==> config.mk <==
export PLATFORM = sky130hd
export DESIGN_NAME = serdes_link_ctrl
export DESIGN_NICKNAME = d
export VERILOG_FILES = /design/src/rtl/serdes_link_ctrl.sv
export SDC_FILE = /design/constraint.sdc
export NUM_CORES = 1
export LEC_CHECK = 0
export BUFFER_PORTS_ARGS = -buffer_cell sky130_fd_sc_hd__buf_4
export CAP_MARGIN = 0
export CORE_MARGIN = 5
export CORE_UTILIZATION = 55
export CTS_BUF_LIST = sky130_fd_sc_hd__clkbuf_8
export DETAILED_ROUTE_END_ITERATION = 8
export HOLD_SLACK_MARGIN = 0.06
export PLACE_DENSITY = 0.83
export REMOVE_ABC_BUFFERS = 1
export SLEW_MARGIN = 40
export SYNTH_ARGS = -nofsm -noshare
export SYNTH_HDL_FRONTEND = slang
export SYNTH_SLANG_ARGS = --single-unit
==> constraint.sdc <==
create_clock -name ref_clk -period 5.34 [get_ports ref_clk]
set_input_delay 0.534 -clock ref_clk [delete_from_list [all_inputs] [get_ports ref_clk]]
set_output_delay 0.534 -clock ref_clk [all_outputs]
set_load 0.005 [all_outputs]
==> src/rtl/serdes_link_ctrl.sv <==
`default_nettype none
// ============================================================================
// Module   : serdes_link_ctrl
// Purpose  : Bring-up and supervision controller for one CC_SERDES lane.
//            Sequences the lane reset, waits for reset-done and comma
//            alignment, qualifies the link as stable, watches for alignment
//            loss / buffer errors and retries bring-up a bounded number of
//            times before declaring failure. Single clock domain (ref_clk).
// Revision : 1.0 - initial release
// ----------------------------------------------------------------------------
// Ports
//   ref_clk               in   clock
//   rst                   in   synchronous active-high reset
//   enable_i              in   request bring-up; low forces IDLE
//   tx_reset_done_i       in   async, SERDES TX reset done
//   rx_reset_done_i       in   async, SERDES RX reset done
//   rx_byte_is_aligned_i  in   async, comma alignment achieved
//   rx_byte_realign_i     in   async, realignment occurred
//   rx_buf_err_i          in   async, RX elastic buffer error
//   tx_buf_err_i          in   async, TX buffer error
//   trx_rst_o             out  TX/RX/PLL reset to the SERDES
//   link_up_o             out  high only in LINK_UP
//   link_fail_o           out  high only in FAIL
//   state_o        [2:0]  out  current state encoding
//   retry_cnt_o    [1:0]  out  retries used in the current bring-up
//   err_cnt_o     [15:0]  out  saturating error-event count
// ============================================================================
module serdes_link_ctrl #(
    parameter int RST_HOLD_CYCLES = 16,
    parameter int TIMEOUT_CYCLES  = 4096,
    parameter int STABLE_CYCLES   = 256,
    parameter int MAX_RETRIES     = 3
) (
    input  logic        ref_clk,
    input  logic        rst,
    input  logic        enable_i,
    input  logic        tx_reset_done_i,
    input  logic        rx_reset_done_i,
    input  logic        rx_byte_is_aligned_i,
    input  logic        rx_byte_realign_i,
    input  logic        rx_buf_err_i,
    input  logic        tx_buf_err_i,
    output logic        trx_rst_o,
    output logic        link_up_o,
    output logic        link_fail_o,
    output logic [2:0]  state_o,
    output logic [1:0]  retry_cnt_o,
    output logic [15:0] err_cnt_o
);

    // Timer must be able to hold the largest terminal count of any state.
    localparam int c_TMR_MAX =
        (TIMEOUT_CYCLES > STABLE_CYCLES) ?
            ((TIMEOUT_CYCLES > RST_HOLD_CYCLES) ? TIMEOUT_CYCLES : RST_HOLD_CYCLES) :
            ((STABLE_CYCLES  > RST_HOLD_CYCLES) ? STABLE_CYCLES  : RST_HOLD_CYCLES);
    localparam int c_TMR_W = $clog2(c_TMR_MAX + 1);

    localparam logic [c_TMR_W-1:0] c_RST_LAST = c_TMR_W'(RST_HOLD_CYCLES - 1);
    localparam logic [c_TMR_W-1:0] c_TO_LAST  = c_TMR_W'(TIMEOUT_CYCLES - 1);
    localparam logic [c_TMR_W-1:0] c_STB_LAST = c_TMR_W'(STABLE_CYCLES - 1);
    localparam logic [1:0]         c_MAX_RTY  = 2'(MAX_RETRIES);

    typedef enum logic [2:0] {
        S_IDLE          = 3'd0,
        S_RESET         = 3'd1,
        S_WAIT_RST_DONE = 3'd2,
        S_WAIT_ALIGN    = 3'd3,
        S_STABLE        = 3'd4,
        S_LINK_UP       = 3'd5,
        S_FAIL          = 3'd6
    } state_t;

    // ------------------------------------------------------------------
    // Two-flop synchronizers for the six asynchronous status inputs.
    // Bit map: 0 tx_done, 1 rx_done, 2 aligned, 3 realign, 4 rx_buf_err,
    //          5 tx_buf_err.
    // ------------------------------------------------------------------
    logic [5:0] w_async;
    logic [5:0] r_sync1;
    logic [5:0] r_sync2;

    assign w_async = {tx_buf_err_i, rx_buf_err_i, rx_byte_realign_i,
                      rx_byte_is_aligned_i, rx_reset_done_i, tx_reset_done_i};

    always_ff @(posedge ref_clk) begin
        if (rst) begin
            r_sync1 <= '0;
            r_sync2 <= '0;
        end else begin
            r_sync1 <= w_async;
            r_sync2 <= r_sync1;
        end
    end

    logic w_rst_done;
    logic w_aligned;
    logic w_err_lvl;
    logic r_err_lvl_q;
    logic w_err_evt;

    assign w_rst_done = r_sync2[0] & r_sync2[1];
    assign w_aligned  = r_sync2[2];
    assign w_err_lvl  = |r_sync2[5:3];
    // Only the rising edge counts, so a held error level is one event.
    assign w_err_evt  = w_err_lvl & ~r_err_lvl_q;

    // ------------------------------------------------------------------
    // State machine
    // ------------------------------------------------------------------
    state_t               r_state;
    state_t               w_state_nxt;
    logic [1:0]           r_retry;
    logic [1:0]           w_retry_nxt;
    logic                 w_retry_req;
    logic [c_TMR_W-1:0]   r_timer;
    logic                 w_link_fault;

    assign w_link_fault = ~w_aligned | ~w_rst_done | w_err_evt;

    always_comb begin
        w_state_nxt = r_state;
        w_retry_nxt = r_retry;
        w_retry_req = 1'b0;

        case (r_state)
            S_IDLE: begin
                w_retry_nxt = 2'd0;
                if (enable_i) begin
                    w_state_nxt = S_RESET;
                end
            end
            S_RESET: begin
                if (r_timer == c_RST_LAST) begin
                    w_state_nxt = S_WAIT_RST_DONE;
                end
            end
            S_WAIT_RST_DONE: begin
                // Success is tested first so it wins on the timeout cycle.
                if (w_rst_done) begin
                    w_state_nxt = S_WAIT_ALIGN;
                end else if (r_timer == c_TO_LAST) begin
                    w_retry_req = 1'b1;
                end
            end
            S_WAIT_ALIGN: begin
                if (w_aligned) begin
                    w_state_nxt = S_STABLE;
                end else if (r_timer == c_TO_LAST) begin
                    w_retry_req = 1'b1;
                end
            end
            S_STABLE: begin
                if (w_link_fault) begin
                    w_retry_req = 1'b1;
                end else if (r_timer == c_STB_LAST) begin
                    w_state_nxt = S_LINK_UP;
                    w_retry_nxt = 2'd0;
                end
            end
            S_LINK_UP: begin
                if (w_link_fault) begin
                    w_retry_req = 1'b1;
                end
            end
            S_FAIL: begin
                w_state_nxt = S_FAIL;
            end
            default: begin
                w_state_nxt = S_IDLE;
                w_retry_nxt = 2'd0;
            end
        endcase

        if (w_retry_req) begin
            if (r_retry == c_MAX_RTY) begin
                w_state_nxt = S_FAIL;
            end else begin
                w_state_nxt = S_RESET;
                w_retry_nxt = r_retry + 2'd1;
            end
        end

        if (!enable_i) begin
            w_state_nxt = S_IDLE;
            w_retry_nxt = 2'd0;
        end
    end

    logic w_trx_rst_nxt;
    assign w_trx_rst_nxt = (w_state_nxt == S_IDLE) || (w_state_nxt == S_RESET) ||
                           (w_state_nxt == S_FAIL);

    logic r_trx_rst;
    logic r_link_up;
    logic r_link_fail;

    always_ff @(posedge ref_clk) begin
        if (rst) begin
            r_state     <= S_IDLE;
            r_retry     <= 2'd0;
            r_timer     <= '0;
            r_trx_rst   <= 1'b1;
            r_link_up   <= 1'b0;
            r_link_fail <= 1'b0;
        end else begin
            r_state     <= w_state_nxt;
            r_retry     <= w_retry_nxt;
            r_trx_rst   <= w_trx_rst_nxt;
            r_link_up   <= (w_state_nxt == S_LINK_UP);
            r_link_fail <= (w_state_nxt == S_FAIL);
            // Timer restarts on every state change and saturates in the
            // untimed states so it can never wrap into a false match.
            if (w_state_nxt != r_state) begin
                r_timer <= '0;
            end else if (r_timer != '1) begin
                r_timer <= r_timer + 1'b1;
            end
        end
    end

    // ------------------------------------------------------------------
    // Saturating error-event counter, active in every state.
    // ------------------------------------------------------------------
    logic [15:0] r_err_cnt;

    always_ff @(posedge ref_clk) begin
        if (rst) begin
            r_err_lvl_q <= 1'b0;
            r_err_cnt   <= 16'd0;
        end else begin
            r_err_lvl_q <= w_err_lvl;
            if (w_err_evt && (r_err_cnt != 16'hFFFF)) begin
                r_err_cnt <= r_err_cnt + 16'd1;
            end
        end
    end

    assign trx_rst_o   = r_trx_rst;
    assign link_up_o   = r_link_up;
    assign link_fail_o = r_link_fail;
    assign state_o     = r_state;
    assign retry_cnt_o = r_retry;
    assign err_cnt_o   = r_err_cnt;

endmodule
`default_nettype wire

==> impl_metrics.py <==
metrics = {
    "status": {
        "status": "completed",
    },
    "cts": {
        "cts_root_buf": "clkbuf_8",
        "cts_setup_buffers": 0,
        "h-tree-depth": 2,
        "numCtsBuffers": 5,
        "cts_tree": "built",
        "cts.sinks": 50,
        "cts-hold-fix-buffers": 0,
        "clk_transition_reported_paths_ns": 0.09,
        "clkLatencyLatePin_ns": 0.30,
        "clk_path_buf_depth": 2,
        "cts_resized": 0,
    },
    "route": {
        "num_vias": 1824,
        "drt-wirelength-per-cell_um": 12.8,
        "ant_nets": 0,
        "drtIter0Drc": 109,
        "route.detailed.drc": 0,
        "first_pass_iters": 4,
        "drt_wl_total_um": 4280,
        "viasPerCell": 5.46,
    },
    "timing": {
        "fin_crit_ns": 2.85,
        "fin_skew_ns": 0.0100,
        "timing.final.hold_violations": 0,
        "fin_crit_sh": 0.535,
        "finalSetupViolCount": 0,
        "rsz0062_at_grt": "false",
        "worst_pin_slew_ns": 0.486,
        "max_freq_ghz": 0.350,
        "fin_tns_setup_ns": 0,
        "slew_headroom": 0.673,
        "setup_slack_ns": 2.49,
        "drv_slew": 0,
    },
    "logic_synthesis": {
        "yosys_warnings": 0,
        "avgSynthCellArea_um2": 9.27,
        "ys_seq_elements": 50,
        "yosysSeqAreaShare": 0.430,
        "synthCells": 251,
        "synth_cell_types": 51,
        "synth_area_mm2": 0.00233,
    },
    "hold_path": {
        "holdPathStages": 2,
        "min_to": "r_sync1[5]",
        "hp-start": "tx_buf_err_i",
        "min_path_type": "in2reg",
    },
    "layout": {
        "nFillCells": 319,
        "final_util": 0.670,
        "syn_to_final_growth_pct": 16.9,
        "multi_input_area_mm2": 0.00127,
        "antenna_cells": 0,
        "drive_above_1_share": 0.211,
        "nNetsFinal": 295,
        "seqCellArea_mm2": 0.00100,
        "layout_common_cells": "50 x dfxtp_1, 33 x buf_4, 30 x nor2_1",
        "layout_commonest_cell": "dfxtp_1",
    },
    "power": {
        "seqPwrFrac": 0.547,
        "cellLeakagePower_nw": 1.02,
        "p_total_w": 0.000708,
        "max-vdd-ir-drop_uv": 192,
        "power.density_mw_per_mm2": 260,
        "p_clk_frac": 0.392,
        "p_comb_frac": 0.061,
        "p_int_w": 0.000554,
        "power_switching_w": 0.000154,
        "p_sw_frac": 0.218,
    },
    "worst_setup_path": {
        "r2r_start": "state_o[2]",
        "startpoint": "state_o[2]",
        "worstSetupEndpointType": "flop",
        "reg2regPathDepth": 7,
        "rr_endpoint": "r_timer[4]",
        "critical_path_required_ns": 5.55,
        "r2r_setup_slack_ns": 2.49,
        "crit_type": "reg2reg",
        "crit_path_start_kind": "flop",
        "cp.arrival_ns": 3.06,
        "timing.critical_path.fanout_max": 14,
    },
    "placement": {
        "place_congestion": 0.831,
        "portBuffers": 32,
        "hpwl_um": 3170,
        "post-place-ws_ns": 2.50,
    },
    "grt": {
        "use_met3": 0.0481,
        "grt_use_met2": 0.241,
        "grt_start_max_net_pins": 35,
        "busiest_layer": "met2",
        "use_met1": 0.234,
        "grt_pass1_vias": 1625,
        "antenna_found_initial": 0,
        "grt_use_total": 0.166,
        "overflow": 0,
        "grt_pass1_wl_um": 7220,
    },
    "floorplanning": {
        "core_mm2": 0.00406,
        "die_area_mm2": 0.00563,
        "dieHeight_um": 75.0,
        "ios": 33,
        "start_util": 0.573,
        "row_count": 23,
        "fp.dieW_um": 75.0,
    },
    "flow_run": {
        "drv_cap": 0,
    },
}
==> sequential cells by signal (all words and copies together), names as in the netlist <==
name,count
err_cnt_o,16
r_timer,13
r_sync1,6
r_sync2,6
state_o,3
retry_cnt_o,2
link_fail_o,1
link_up_o,1
r_err_lvl_q,1
trx_rst_o,1
==> worst max-delay path by stage <==
stage	end	slack, ns	depth (start not counted)
global placement	r_timer[4]	2.59	7
finish	r_timer[4]	2.49	7
global route	r_timer[4]	2.33	7
detailed placement	r_timer[4]	2.50	7
floorplan	r_timer[8]	2.64	6
CTS	r_timer[4]	2.50	7
==> synth_stat cells, drive strengths merged <==
cell type | count | area [um^2]
a2111oi | 1 | 27.5
a211oi | 2 | 15.0
a21oi | 5 | 25.0
a221oi | 1 | 15.0
a22o | 1 | 10.0
a22oi | 1 | 7.51
a311oi | 1 | 8.76
and2 | 1 | 6.26
and2b | 1 | 7.51
and3 | 5 | 31.3
and4 | 2 | 17.5
and4b | 1 | 10.0
and4bb | 1 | 12.5
buf | 3 | 20.0
clkbuf | 5 | 18.8
dfxtp | 50 | 1000
ha | 3 | 37.5
inv | 4 | 15.0
mux2i | 3 | 30.0
nand2 | 20 | 75.1
nand2b | 5 | 31.3
nand3 | 11 | 55.1
nand3b | 1 | 7.51
nand4 | 7 | 50.1
nand4b | 2 | 17.5
nor2 | 30 | 113
nor2b | 13 | 81.3
nor3 | 18 | 145
nor3b | 4 | 30.0
nor4 | 6 | 37.5
nor4bb | 1 | 10.0
o2111a | 1 | 11.3
o211ai | 2 | 15.0
o21a | 1 | 7.51
o21ai | 5 | 25.0
o21bai | 2 | 26.3
o22ai | 1 | 6.26
o31a | 1 | 8.76
o41ai | 1 | 8.76
or3 | 2 | 17.5
or3b | 1 | 8.76
or4 | 1 | 11.3
xnor2 | 9 | 78.8
xor2 | 15 | 131
==> metrics by stage <==
stage,hold slack [ns],area (um^2),std cells
after floorplan,0.414,2290,243
after global placement,0.419,2600,326
after detailed placement,0.420,2600,326
after CTS,0.425,2720,334
after global routing,0.421,2720,334
final,0.431,2720,334
==> worst max-delay path: stages, from the launching register on <==
cell and delay, ns:
dfxtp_1 0.60, or3b_2 0.48, o22ai_1 0.19, o21bai_4 0.18, a221oi_2 0.09, o31a_1 0.26
or4_4 0.62, a2111oi_4 0.33
==> power groups by stage <==
stage / clock, W / sequential, W / combinational [W]
after floorplan: 0 / 0.000395 / 0.0000256
after global placement: 0 / 0.000396 / 0.0000423
after detailed placement: 0 / 0.000396 / 0.0000434
after CTS: 0.000284 / 0.000387 / 0.0000435
after global routing: 0.000299 / 0.000389 / 0.0000482
final: 0.000277 / 0.000387 / 0.0000430
==> final cells by class <==
type,count,area share
flip-flops and latches,50,0.368
clock inverters,2,0.0143
multi-input cells,189,0.468
inverters,4,0.00552
repair buffers,33,0.0911
clock buffers,6,0.0304
well taps,50,0.0230
==> kinds of logic after synthesis <==
| group | count (synthesis) | synth area share |
|---|---|---|
| and+or+nand+nor | 133 | 0.334 |
| DFF | 50 | 0.430 |
| AOI/OAI and AO/OA | 26 | 0.0936 |
| xor gates and xnor gates | 24 | 0.0904 |
| buffers and inverters | 12 | 0.0231 |
| muxes | 3 | 0.0129 |
| adders and majority gates | 3 | 0.0161 |
==> metal layers <==
metal | share of wire | wire, um | vias to the layer above
li1 | - | - | 948
met1 | 0.49 | 2110 | 825
met2 | 0.43 | 1850 | 44
met3 | 0.056 | 240 | 7
met4 | 0.018 | 76 | 0
met5 | 0 | 0 | -
Power figures use the tool's default switching activity.
